==> src/rtl/mem_rd_arb_pkg.sv <==
// Shared types and defaults for the memory read-port arbiter.
package mem_arb_pkg;

    localparam int DEF_NREQ    = 4;
    localparam int DEF_AW      = 32;
    localparam int DEF_DW      = 128;
    localparam int DEF_QUANTUM = 16;

    typedef enum logic {
        ST_IDLE = 1'b0,
        ST_GNT  = 1'b1
    } arb_state_t;

    // Bits needed to hold indices 0..value-1 (never less than one bit).
    function automatic int clog2(input int value);
        int result;
        result = 1;
        while ((1 << result) < value) result++;
        return result;
    endfunction

endpackage

==> src/rtl/mem_rd_arb_if.sv <==
// Bundle of read-master and memory-side signals around the read-port arbiter.
interface mem_rd_arb_if #(
    parameter int NREQ = 4,
    parameter int AW   = 32,
    parameter int DW   = 128,
    parameter int IDXW = 2
);
    logic [NREQ-1:0]    rreq;
    logic [NREQ*AW-1:0] raddr;
    logic [NREQ-1:0]    grant;
    logic [DW-1:0]      rdata;
    logic               mem_rd;
    logic [AW-1:0]      mem_raddr;
    logic [DW-1:0]      mem_rdata;
    logic               busy;
    logic [IDXW-1:0]    owner;

    // The arbiter itself.
    modport slave (
        input  rreq, raddr, mem_rdata,
        output grant, rdata, mem_rd, mem_raddr, busy, owner
    );

    // Masters plus memory model surrounding the arbiter.
    modport master (
        output rreq, raddr, mem_rdata,
        input  grant, rdata, mem_rd, mem_raddr, busy, owner
    );
endinterface

==> src/rtl/mem_rd_arb_rr_pick.sv <==
// Combinational rotating-priority encoder: first set request at or after ptr, wrapping.
module rr_pick #(
    parameter int NREQ = 4,
    parameter int IDXW = 2
) (
    input  logic [NREQ-1:0] req,
    input  logic [IDXW-1:0] ptr,
    output logic            valid,
    output logic [IDXW-1:0] idx
);

    logic [IDXW-1:0] cand_idx [NREQ];
    logic [NREQ-1:0] rot_req;

    // rot_req[gi] is the request gi positions past ptr; ptr < NREQ so one subtraction wraps it.
    for (genvar gi = 0; gi < NREQ; gi++) begin : g_rot
        logic [IDXW:0] sum;
        assign sum          = {1'b0, ptr} + (IDXW+1)'(gi);
        assign cand_idx[gi] = (sum >= (IDXW+1)'(NREQ)) ? IDXW'(sum - (IDXW+1)'(NREQ))
                                                       : sum[IDXW-1:0];
        assign rot_req[gi]  = req[cand_idx[gi]];
    end

    always_comb begin
        valid = |req;
        idx   = '0;
        for (int i = NREQ - 1; i >= 0; i--) begin
            if (rot_req[i]) idx = cand_idx[i];
        end
    end

endmodule

==> src/rtl/mem_rd_arb.sv <==
// Round-robin arbiter for the shared memory read port; grant is held for a whole burst.
// Optional time-slice preemption is enabled by defining MEM_ARB_QUANTUM_EN.
module mem_rd_arb
    import mem_arb_pkg::*;
#(
    parameter int NREQ    = DEF_NREQ,
    parameter int AW      = DEF_AW,
    parameter int DW      = DEF_DW,
    parameter int IDXW    = clog2(NREQ),
    parameter int QUANTUM = DEF_QUANTUM
) (
    input  logic         clk,
    input  logic         rst_n,
    mem_rd_arb_if.slave  bus
);

    if (NREQ < 2 || NREQ > 16 || IDXW != clog2(NREQ) || QUANTUM < 1) begin : g_bad_params
        $error("mem_rd_arb: parameter out of range");
    end

    arb_state_t      state_reg;
    logic [NREQ-1:0] grant_reg;
    logic [IDXW-1:0] owner_reg;
    logic [IDXW-1:0] ptr_reg;
    logic [IDXW-1:0] ptr_next;
    logic            pick_valid;
    logic [IDXW-1:0] pick_idx;
    logic            owner_req;
    logic            release_now;
    logic [AW-1:0]   addr_arr [NREQ];

    for (genvar gi = 0; gi < NREQ; gi++) begin : g_addr
        assign addr_arr[gi] = bus.raddr[gi*AW +: AW];
    end

    rr_pick #(
        .NREQ (NREQ),
        .IDXW (IDXW)
    ) u_pick (
        .req   (bus.rreq),
        .ptr   (ptr_reg),
        .valid (pick_valid),
        .idx   (pick_idx)
    );

    assign owner_req = bus.rreq[owner_reg];
    assign ptr_next  = (owner_reg == IDXW'(NREQ - 1)) ? '0 : owner_reg + 1'b1;

`ifdef MEM_ARB_QUANTUM_EN
    localparam int QW = clog2(QUANTUM + 1);

    logic [QW-1:0] qcnt_reg;
    logic [QW-1:0] qcnt_next;
    logic          others_req;

    // grant_reg is one-hot on the owner while granted, so this masks out the owner only.
    assign others_req  = |(bus.rreq & ~grant_reg);
    assign qcnt_next   = (qcnt_reg == QW'(QUANTUM)) ? qcnt_reg : qcnt_reg + 1'b1;
    assign release_now = !owner_req || ((qcnt_next == QW'(QUANTUM)) && others_req);

    always_ff @(posedge clk or negedge rst_n) begin
        if (!rst_n) begin
            qcnt_reg <= '0;
        end else if (state_reg == ST_IDLE) begin
            qcnt_reg <= '0;
        end else begin
            qcnt_reg <= qcnt_next;
        end
    end
`else
    assign release_now = !owner_req;
`endif

    // Every handoff goes through IDLE, giving one dead cycle between owners.
    always_ff @(posedge clk or negedge rst_n) begin
        if (!rst_n) begin
            state_reg <= ST_IDLE;
            grant_reg <= '0;
            owner_reg <= '0;
            ptr_reg   <= '0;
        end else begin
            case (state_reg)
                ST_IDLE: begin
                    if (pick_valid) begin
                        grant_reg <= NREQ'(1) << pick_idx;
                        owner_reg <= pick_idx;
                        state_reg <= ST_GNT;
                    end
                end
                ST_GNT: begin
                    if (release_now) begin
                        grant_reg <= '0;
                        ptr_reg   <= ptr_next;
                        state_reg <= ST_IDLE;
                    end
                end
                default: begin
                    grant_reg <= '0;
                    state_reg <= ST_IDLE;
                end
            endcase
        end
    end

    assign bus.grant     = grant_reg;
    assign bus.busy      = (state_reg == ST_GNT);
    assign bus.owner     = owner_reg;
    assign bus.mem_rd    = bus.busy & owner_req;
    assign bus.mem_raddr = addr_arr[owner_reg];
    assign bus.rdata     = bus.mem_rdata;

endmodule

==> src/flat_wrapper.sv <==
// flat-port wrapper written by rule: the top's interface ports become plain ports
module mem_rd_arb_flat import mem_arb_pkg::*;
#(
    parameter int NREQ    = DEF_NREQ,
    parameter int AW      = DEF_AW,
    parameter int DW      = DEF_DW,
    parameter int IDXW    = clog2(NREQ),
    parameter int QUANTUM = DEF_QUANTUM
)
  (clk, rst_n, bus_rreq, bus_raddr, bus_mem_rdata, bus_grant, bus_rdata, bus_mem_rd, bus_mem_raddr, bus_busy, bus_owner);
  mem_rd_arb_if #(.NREQ(NREQ), .AW(AW), .DW(DW), .IDXW(IDXW)) bus_i ();
  input  logic clk;
  input  logic rst_n;
  input wire logic [$bits(bus_i.rreq)-1:0] bus_rreq;
  input wire logic [$bits(bus_i.raddr)-1:0] bus_raddr;
  input wire logic [$bits(bus_i.mem_rdata)-1:0] bus_mem_rdata;
  output wire logic [$bits(bus_i.grant)-1:0] bus_grant;
  output wire logic [$bits(bus_i.rdata)-1:0] bus_rdata;
  output wire logic [$bits(bus_i.mem_rd)-1:0] bus_mem_rd;
  output wire logic [$bits(bus_i.mem_raddr)-1:0] bus_mem_raddr;
  output wire logic [$bits(bus_i.busy)-1:0] bus_busy;
  output wire logic [$bits(bus_i.owner)-1:0] bus_owner;
  assign bus_i.rreq = bus_rreq;
  assign bus_i.raddr = bus_raddr;
  assign bus_i.mem_rdata = bus_mem_rdata;
  assign bus_grant = bus_i.grant;
  assign bus_rdata = bus_i.rdata;
  assign bus_mem_rd = bus_i.mem_rd;
  assign bus_mem_raddr = bus_i.mem_raddr;
  assign bus_busy = bus_i.busy;
  assign bus_owner = bus_i.owner;
  mem_rd_arb #(.NREQ(NREQ), .AW(AW), .DW(DW), .IDXW(IDXW), .QUANTUM(QUANTUM)) u_core (.clk(clk), .rst_n(rst_n), .bus(bus_i));
endmodule
==> config.mk <==
export PLATFORM = sky130hd
export DESIGN_NAME = mem_rd_arb_flat
export DESIGN_NICKNAME = d
export VERILOG_FILES = /design/src/rtl/mem_rd_arb_pkg.sv /design/src/rtl/mem_rd_arb_if.sv /design/src/rtl/mem_rd_arb_rr_pick.sv /design/src/rtl/mem_rd_arb.sv /design/src/flat_wrapper.sv
export SDC_FILE = /design/constraint.sdc
export NUM_CORES = 1
export LEC_CHECK = 0
export ABC_CLOCK_PERIOD_IN_PS = 1700
export BUFFER_PORTS_ARGS = -buffer_cell sky130_fd_sc_hd__buf_2
export CORE_AREA = 2 2 167 169
export DETAILED_ROUTE_END_ITERATION = 6
export DIE_AREA = 0 0 169 171
export SLEW_MARGIN = 0
export SYNTH_ARGS = -nofsm -noshare
export SYNTH_HDL_FRONTEND = slang
export SYNTH_SLANG_ARGS = --single-unit
==> constraint.sdc <==
create_clock -name clk -period 1.7 [get_ports clk]
set_clock_uncertainty 0.1 [all_clocks]
set_input_delay 0.17 -clock clk [delete_from_list [all_inputs] [get_ports clk]]
set_output_delay 0.17 -clock clk [all_outputs]
set_load 0.01 [all_outputs]
==> flow_summary.toml, run 1 <==
[run_status]
outcome = "finished, violations left"
violations = "setup timing"

[place]
place_area_mm2 = 0.00257
numPortBuffers = 173
dp_cells = 601
place_congestion = 0.644
detailed_place_hpwl_um = 8160

[synth]
synth_cells = 215
synth_top_area_share_pct = 43.4
yosys-top-cells-area = "buf_4 43%, mux4_2 34%, dfrtp_1 10%, o31ai_1 1.7%, buf_2 1.1%"
synth_area_mm2 = 0.00221
yosysSeqAreaShare_pct = 10.2
synth_cell_type_count = 25
yosysTopAreaCell = "buf_4"
synth_fp_nets = 478
yosysWarnings = 0
avgSynthCellArea_um2 = 10.3
synth-seq-cells = 9

[drt]
drtIter0Drc = 68
top_layer = "met4"
dr_wl_met3_um = 1480
wl_per_cell_um = 16.0
vias = 1826
drt_first_pass_iters = 4
final_antenna_net_count = 0
wl_met2_um = 4890
wl_um = 9770
wl_met1_um = 2790
drc_errors = 0
vias_per_cell = 2.98

[clocking]
ctsHtreeMaxLevel = 1
cts_max_path_buffers = 2
root_buffer = "clkbuf_16"
cts.sinks = 9
cts_tree = "yes"
cts_made_buffers = 3
clock_latency_ns = 0.24
clkTransAtPathRegs_ns = 0.04

[sta]
final-setup-viol-count = 33
timing.fmax_ghz = 0.535
fin_crit_sh_pct = 110
worst_pin_slew_ns = 0.274
fin_ws_ns = -0.170
fin_setup_tns_ns = -4.17
slew_headroom_pct = 81.5
fin_crit_ns = 1.87
rsz0062_at_grt = "true"
finalHoldViolCount = 0
drv_slew = 0

[worst_setup_path]
max_stage_delay_ns = 0.56
critical_path_required_ns = 1.43
crit_cells = 4
critPathMaxFanout = 11
critical_path_buf_inv_count = 3
worst_ep_arrival_time_ns = 1.60
worstSetupPathType = "register to primary output"
crit_slowest_cell = "mux4_2"
endpoint_kind = "primary output"
reg2reg_depth = 3
cp_cell_sequence = "buf_12, buf_16, mux4_2, buf_6"
startpoint_type = "register"
critPathTopFamily = "multiplexers"

[floorplanning]
core_mm2 = 0.0273
die_h_um = 171
std_cell_rows = 61
dieArea_mm2 = 0.0289
start_util_pct = 8.10
ios = 430
fp.dieW_um = 169

[finish]
fin_nets = 530
antenna_cells = 0
largest_reg_flops = 4
drive_gt1_share_pct = 85.0
syn_to_final_growth_pct = 26.6
fin_cells = 612
final_cell_area_mm2 = 0.00280

[global_routing]
grt_pass1_wl_um = 11400
grt_pass1_vias = 1702
grt_max_degree = 32
grt_antenna_before_repair = 0
grt-ovfl-total = 0
grtUsageTotal_pct = 5.76

[power_and_ir_drop]
power_uw = 3800
p_per_area_mw_per_mm2 = 1360
p_leak_uw = 0.00123
vdd_ir_drop_max_mv = 0.346

[run]
cap_violations = 0

[hold_path]
worstHoldPathType = "input port to async pin"
==> placed cells by master, fill, tap and decap left out, types with 2 or more instances in the layout <==
cell / Yosys / final
dfrtp_1: 9 / 6
buf_6: 2 / 6
o21ai_0: 2 / 2
buf_2: 5 / 167
nand2_1: 4 / 4
buf_12: 0 / 3
clkbuf_16: 0 / 4
dfrtp_2: 0 / 3
buf_4: 128 / 5
a21oi_1: 3 / 3
buf_16: 0 / 2
inv_1: 2 / 2
nand2b_1: 2 / 2
mux4_2: 33 / 33
nor2_1: 2 / 2
o31ai_1: 5 / 5
nand3_1: 4 / 4
==> kinds of logic (layout without fill, tap and decap cells) <==
| logic type | count (synthesis) | in the layout | share of synthesized area [%] |
|---|---|---|---|
| buffers and inverters | 140 | 191 | 46.4 |
| muxes | 35 | 35 | 34.7 |
| and+or+nand+nor | 16 | 16 | 3.90 |
| AOI/OAI and AO/OA | 14 | 14 | 4.24 |
| DFF | 9 | 9 | 10.2 |
| adders and majority gates | 1 | 1 | 0.565 |
==> repair_timing <==
item                                    4_1_cts  5_1_grt
buffers inserted                              4        0
endpoints found under the setup margin       33       35
hold endpoints to repair                      9        0
pin swaps                                     1        0
resized for setup                             5        5
gates cloned                                  1        1
hold buffers                                  1        0
==> where the power goes <==
| group | internal [µW] | switching, µW | total [µW] |
|---|---|---|---|
| sequential | 321 | 103 | 425 |
| clock | 314 | 107 | 420 |
| combinational | 1660 | 1300 | 2960 |
==> synth_stat cells (all sizes together) <==
| cell | instances |
|---|---|
| buf | 135 |
| mux4 | 33 |
| dfrtp | 9 |
| o31ai | 5 |
| nand2 | 4 |
| nand3 | 4 |
| a21oi | 3 |
| clkbuf | 3 |
| nand2b | 3 |
| inv | 2 |
| nor2 | 2 |
| o21ai | 2 |
| and2 | 1 |
| ha | 1 |
| mux2 | 1 |
| mux2i | 1 |
| nor3 | 1 |
| o21a | 1 |
| o22a | 1 |
| o22ai | 1 |
| o41ai | 1 |
| or3 | 1 |
==> area by class of cell <==
cell class | instances | area [µm²]
Sequential cell | 9 | 229
Timing Repair Buffer | 185 | 1090
Inverter | 2 | 7.51
Multi-Input combinational cell | 66 | 963
Clock buffer | 4 | 78.8
Tap cell | 346 | 433
Fill cell | 3141 | 24500
==> metrics by stage <==
step | worst slack, ns | hold slack [ns] | util, %
6_report | -0.170 | 0.224 | 10.3
5_1_grt | -0.210 | 0.240 | 10.3
3_3_place_gp | 0.0626 | -0.0678 | 9.41
3_5_place_dp | 0.0478 | -0.0624 | 9.41
2_1_floorplan | -0.105 | -0.226 | -
4_1_cts | -0.182 | 0.222 | 10.1
==> path summary, 6_finish.rpt <==
path | slack (ns) | endpoint | start
setup / recovery | -0.17 | bus_mem_raddr[27] | u_core.bus.owner[0]
hold / removal | 0.22 | u_core.bus.grant[0] | rst_n
setup reg to reg | 0.05 | u_core.ptr_reg[1] | u_core.bus.owner[1]
hold reg to reg | 0.41 | u_core.bus.grant[1] | u_core.bus.grant[1]
max in group asynchronous | 1.08 | u_core.bus.owner[1] | rst_n
min in group clk | 0.24 | bus_rdata[110] | bus_mem_rdata[110]
==> layer usage <==
layer  GRT usage (%)  up-vias
met5               0        -
met4            3.98        0
met3            3.35       58
met2            10.1      200
met1            4.92      830
li1                -      738
Power figures use the tool's default switching activity.
==> inputs of run 2 (changes only) <==
--- a/config.mk
+++ b/config.mk
@@ -5,11 +5,11 @@
 export SDC_FILE = /design/constraint.sdc
 export NUM_CORES = 1
 export LEC_CHECK = 0
-export ABC_CLOCK_PERIOD_IN_PS = 1700
+export ABC_CLOCK_PERIOD_IN_PS = 2200
 export BUFFER_PORTS_ARGS = -buffer_cell sky130_fd_sc_hd__buf_2
-export CORE_AREA = 2 2 167 169
+export CORE_AREA = 2 2 169 171
 export DETAILED_ROUTE_END_ITERATION = 6
-export DIE_AREA = 0 0 169 171
+export DIE_AREA = 0 0 171 173
 export SLEW_MARGIN = 0
 export SYNTH_ARGS = -nofsm -noshare
 export SYNTH_HDL_FRONTEND = slang
==> constraint.sdc (replaced) <==
create_clock -name clk -period 2.2 [get_ports clk]
set_clock_uncertainty 0.1 [all_clocks]
set_input_delay 0.22 -clock clk [delete_from_list [all_inputs] [get_ports clk]]
set_output_delay 0.22 -clock clk [all_outputs]
set_load 0.01 [all_outputs]
==> run 2 against run 1 <==
Effect of this change: clock power is 24% lower; global-route usage is 0.24 points lower; final cell count is 4.1% higher; critical endpoint is now bus_mem_raddr[29]; first-iteration DRC count is 26% lower; sequential share of layout area is 0.37 points higher; the flow now finishes without violations.
==> flow_summary.toml, run 2 (same netlist as run 1, synthesis figures left out) <==
[global_routing]
grt_max_degree = 36
grt_antenna_before_repair = 0
grt-ovfl-total = 0
grt_pass1_vias = 1818
grt_pass1_wl_um = 11700
grtUsageTotal_pct = 5.52

[worst_setup_path]
max_stage_delay_ns = 0.55
endpoint_kind = "primary output"
crit_end = "bus_mem_raddr[29]"
setup.worst_path.start = "u_core.bus.owner[0]"
rrSetupSlack_ns = 0.58
startpoint_type = "register"
r2r_end = "u_core.bus.grant[1]"
critical_path_required_ns = 1.88
cp_cell_sequence = "buf_12, mux4_2, buf_2"
worstSetupPathType = "register to primary output"
worst_ep_arrival_time_ns = 1.74
reg2reg_depth = 4
rr_startpoint = "u_core.ptr_reg[1]"
critPathMaxFanout = 24
crit_slowest_cell = "mux4_2"

[drt]
vias = 1792
dr_wl_met3_um = 1610
wl_um = 9280
top_layer = "met4"
wl_met1_um = 2920
final_antenna_net_count = 0
drc_errors = 0
vias_per_cell = 2.81
drt_first_pass_iters = 4
drtIter0Drc = 50
wl_per_cell_um = 14.6
wl_met2_um = 4500

[power_and_ir_drop]
vdd_ir_drop_max_mv = 0.251
p_leak_uw = 0.00116
p_per_area_mw_per_mm2 = 944

[finish]
mostFrequentLayoutCell = "buf_2"
drive_gt1_share_pct = 83.8
fill_cells = 3218
fin_nets = 523
syn_to_final_growth_pct = 20.5
final_cell_mix = "173 x buf_2, 33 x mux4_2, 7 x dfrtp_1"
fin_cells = 637
antenna_cells = 0
fin_util_pct = 9.65
largest_reg_flops = 4

[clocking]
clock_latency_ns = 0.23
cts.sinks = 9
cts_max_path_buffers = 2
clkTransAtPathRegs_ns = 0.04
holdBufCountCts = 1
cts_resized = 0
cts_tree = "yes"
root_buffer = "clkbuf_16"
ctsHtreeMaxLevel = 1
cts_made_buffers = 3
post_cts.repair.setup_buffers = 0

[place]
numPortBuffers = 173
place_congestion = 0.673
dp_cells = 632
detailed_place_hpwl_um = 8230

[floorplanning]
fp.dieW_um = 171
dieArea_mm2 = 0.0296
start_util_pct = 8.01
die_h_um = 173
core_mm2 = 0.0276
ios = 430
std_cell_rows = 61

[run_status]
outcome = "completed"

[run]
cap_violations = 0

[sta]
worst_pin_slew_ns = 0.469
fin_crit_ns = 2.06
finalHoldViolCount = 0
final-setup-viol-count = 0
fin_crit_sh_pct = 93.6
fin_setup_tns_ns = 0
hold_ws_ns = 0.203
slew_headroom_pct = 68.7
drv_slew = 0
timing.fmax_ghz = 0.486
rsz0062_at_grt = "false"

[hold_path]
worstHoldPathType = "input port to register"
run 2: cell types whose count changed in the layout (fill, tap and decap cells not counted), sizes merged:
| cell | delta |
|---|---|
| buf | -6 |
| clkbuf | -1 |
run 2: worst min path at each step:
stage | from | endpoint | slack (ns) | depth (start not counted)
floorplan | rst_n | u_core.bus.busy | -0.18 | 0
global placement | rst_n | u_core.bus.grant[1] | -0.009 | 1
detailed placement | rst_n | u_core.bus.grant[0] | -0.01 | 1
CTS | bus_rreq[2] | u_core.bus.busy | 0.21 | 3
global route | bus_rreq[2] | u_core.bus.busy | 0.23 | 3
finish | bus_rreq[2] | u_core.bus.busy | 0.20 | 3
run 2: layer usage:
layer	vias up	global-route usage, %
met5	-	0
met1	813	5.09
li1	728	-
met4	0	1.94
met2	211	10.1
met3	40	2.98
run 2: per-stage QoR:
step	instance area (µm²)	total power [µW]	setup slack [ns]
2_1_floorplan	2210	1820	0.385
3_3_place_gp	2580	2210	0.369
5_1_grt	2670	2740	0.0487
6_report	2670	2520	0.141
3_5_place_dp	2580	2230	0.360
4_1_cts	2670	2560	0.109
run 2: cell type report:
type | instances | area, µm² | share of cell area, %
flip-flops and latches | 9 | 228 | 8.54
clock buffers | 4 | 78.8 | 2.96
inverters | 2 | 7.51 | 0.282
multi-input cells | 66 | 961 | 36.0
repair buffers | 178 | 918 | 34.4
well taps | 378 | 473 | 17.7
run 2: worst max-delay path, delay by kind of cell (launching register included):
kind	cells	cell delay, ns
mux	1	0.55
buf+inv	2	0.41
flops	1	0.51
run 2: where the power goes:
| group | total (µW) | switching (µW) | internal (µW) |
|---|---|---|---|
| clock network | 319 | 76.7 | 242 |
| logic | 1860 | 857 | 1000 |
| registers | 340 | 94.2 | 246 |
==> inputs of run 3 (changes only) <==
--- a/config.mk
+++ b/config.mk
@@ -6,10 +6,12 @@
 export NUM_CORES = 1
 export LEC_CHECK = 0
 export ABC_CLOCK_PERIOD_IN_PS = 2200
-export BUFFER_PORTS_ARGS = -buffer_cell sky130_fd_sc_hd__buf_2
-export CORE_AREA = 2 2 169 171
+export CORE_AREA = 2 2 168 170
 export DETAILED_ROUTE_END_ITERATION = 6
-export DIE_AREA = 0 0 171 173
+export DIE_AREA = 0 0 170 172
+export DONT_BUFFER_PORTS = 1
+export REMOVE_ABC_BUFFERS = 1
+export SETUP_SLACK_MARGIN = 0.05
 export SLEW_MARGIN = 0
 export SYNTH_ARGS = -nofsm -noshare
 export SYNTH_HDL_FRONTEND = slang
==> run 3 against run 2 <==
Effect of this change: combinational power fell by 22%; count of clock-buffer cells in the layout fell by 1; sequential power grew 9.4%; sequential cell count did not move; largest cell class unchanged; design area fell by 33%; hold slack got worse by 0.027 ns; global-route usage rose by 13 points; non-clock buffer count is 173 lower; sequential share of layout area up 4.2 points; highest routed layer is now met5; total power shrank 14%.
==> flow_summary.toml, run 3 (same netlist as run 1, synthesis figures left out) <==
[clocking]
ctsHtreeMaxLevel = 1
clock_latency_ns = 0.24
clkTransAtPathRegs_ns = 0.04
cts.sinks = 9
root_buffer = "clkbuf_16"
cts_tree = "yes"
cts_made_buffers = 3
cts_max_path_buffers = 2
post_cts.repair.setup_buffers = 0

[worst_setup_path]
critPathTopFamily = "multiplexers"
endpoint_kind = "primary output"
critPathMaxFanout = 33
startpoint_type = "register"
r2r_end = "u_core.bus.grant[1]"
worstSetupPathType = "register to primary output"
rrSetupSlack_ns = 0.53
critical_path_buf_inv_count = 1
worst_ep_arrival_time_ns = 1.55
critical_path_required_ns = 1.88
max_stage_delay_ns = 0.60
cp_cell_sequence = "buf_12, mux4_2"
reg2reg_depth = 4
crit_slowest_cell = "mux4_2"
rr_startpoint = "u_core.ptr_reg[1]"

[drt]
wl_um = 28700
final_antenna_net_count = 0
drt_first_pass_iters = 4
vias = 1484
drc_errors = 0
wl_per_cell_um = 65.9
vias_per_cell = 3.41
drtIter0Drc = 123

[sta]
drv_slew = 0
fin_crit_ns = 1.87
slew_headroom_pct = 51.8
timing.fmax_ghz = 0.533
final-setup-viol-count = 0
worst_pin_slew_ns = 0.713
fin_ws_ns = 0.325
finalHoldViolCount = 0
fin_crit_sh_pct = 85.2
rsz0062_at_grt = "false"

[finish]
fin_nets = 350
final_cell_area_mm2 = 0.00178
mostFrequentLayoutCell = "mux4_2"
largest_reg_flops = 4
syn_to_final_growth_pct = -19.5
final_cell_mix = "33 x mux4_2, 7 x dfrtp_1, 5 x o31ai_1"
drive_gt1_share_pct = 52.3

[global_routing]
grt_pass1_wl_um = 30600
grtUsageTotal_pct = 18.6
grt_antenna_before_repair = 6
grt_max_degree = 36
grt-ovfl-total = 0
grt_pass1_vias = 1282

[floorplanning]
fp.dieW_um = 170
core_mm2 = 0.0275
ios = 430
std_cell_rows = 61
start_util_pct = 8.06
dieArea_mm2 = 0.0292
die_h_um = 172

[hold_path]
worstHoldPathType = "input port to register"
min_to = "u_core.bus.grant[0]"
hold_depth = 2
hp-start = "bus_rreq[3]"

[place]
detailed_place_hpwl_um = 26500
place_congestion = 0.854
dpl_worst_slack_ns = 0.563
place_area_mm2 = 0.00168
numPortBuffers = 0

[power_and_ir_drop]
vdd_ir_drop_max_mv = 0.285
p_per_area_mw_per_mm2 = 1210
p_leak_uw = 0.000475

[run]
cap_violations = 0

[run_status]
outcome = "completed"
run 3: how the worst max path moves through the flow:
| stage | from | end | slack (ns) | depth (start not counted) |
|---|---|---|---|---|
| 3_5_place_dp | u_core.bus.owner[0] | bus_mem_raddr[9] | 0.56 | 2 |
| 4_1_cts | u_core.bus.owner[0] | bus_mem_raddr[9] | 0.31 | 2 |
| 5_1_grt | u_core.bus.owner[0] | bus_mem_raddr[20] | 0.27 | 2 |
| 6_report | u_core.bus.owner[0] | bus_mem_raddr[30] | 0.33 | 2 |
| 2_1_floorplan | u_core.bus.owner[0] | u_core.ptr_reg[1] | -0.46 | 3 |
| 3_3_place_gp | u_core.bus.owner[0] | bus_mem_raddr[19] | 0.58 | 2 |
run 3: timing repair:
action                                 CTS  global route
endpoints found under the hold margin    9             0
resized for setup                        0             0
hold buffers                             1             0
run 3: layer usage:
metal	GRT usage (%)	part of all wire [%]	up-vias
met5	10.3	1.3	-
met4	3.16	1.7	10
met2	27.2	43	390
met3	28.1	31	34
met1	12.5	23	666
li1	-	-	384
run 3: layout make-up:
type | instances | area (µm²)
Antenna cell | 3 | 7.51
Clock buffer | 3 | 75.1
Clock inverter | 1 | 5.00
Fill cell | 3194 | 25700
Inverter | 2 | 7.51
Multi-Input combinational cell | 66 | 961
Sequential cell | 9 | 228
Tap cell | 346 | 433
Timing Repair Buffer | 5 | 65.1
run 3: per-stage QoR:
stage / hold WS [ns] / power (µW) / setup TNS [ns] / utilization [%] / cells
2_1_floorplan: -0.176 / 1510 / -13.01 / - / 77
3_3_place_gp: -0.174 / 1810 / 0 / 6.13 / 427
3_5_place_dp: -0.174 / 1850 / 0 / 6.13 / 427
4_1_cts: 0.176 / 2180 / 0 / 6.46 / 432
5_1_grt: 0.199 / 2300 / 0 / 6.48 / 435
6_report: 0.175 / 2150 / 0 / 6.48 / 435
run 3: report_power, final:
group	internal (µW)	switching [µW]	leakage (µW)
combinational	722	729	0.000323
sequential	246	126	0.000111
clock	240	89.2	0.0000409
total	1210	945	0.000475
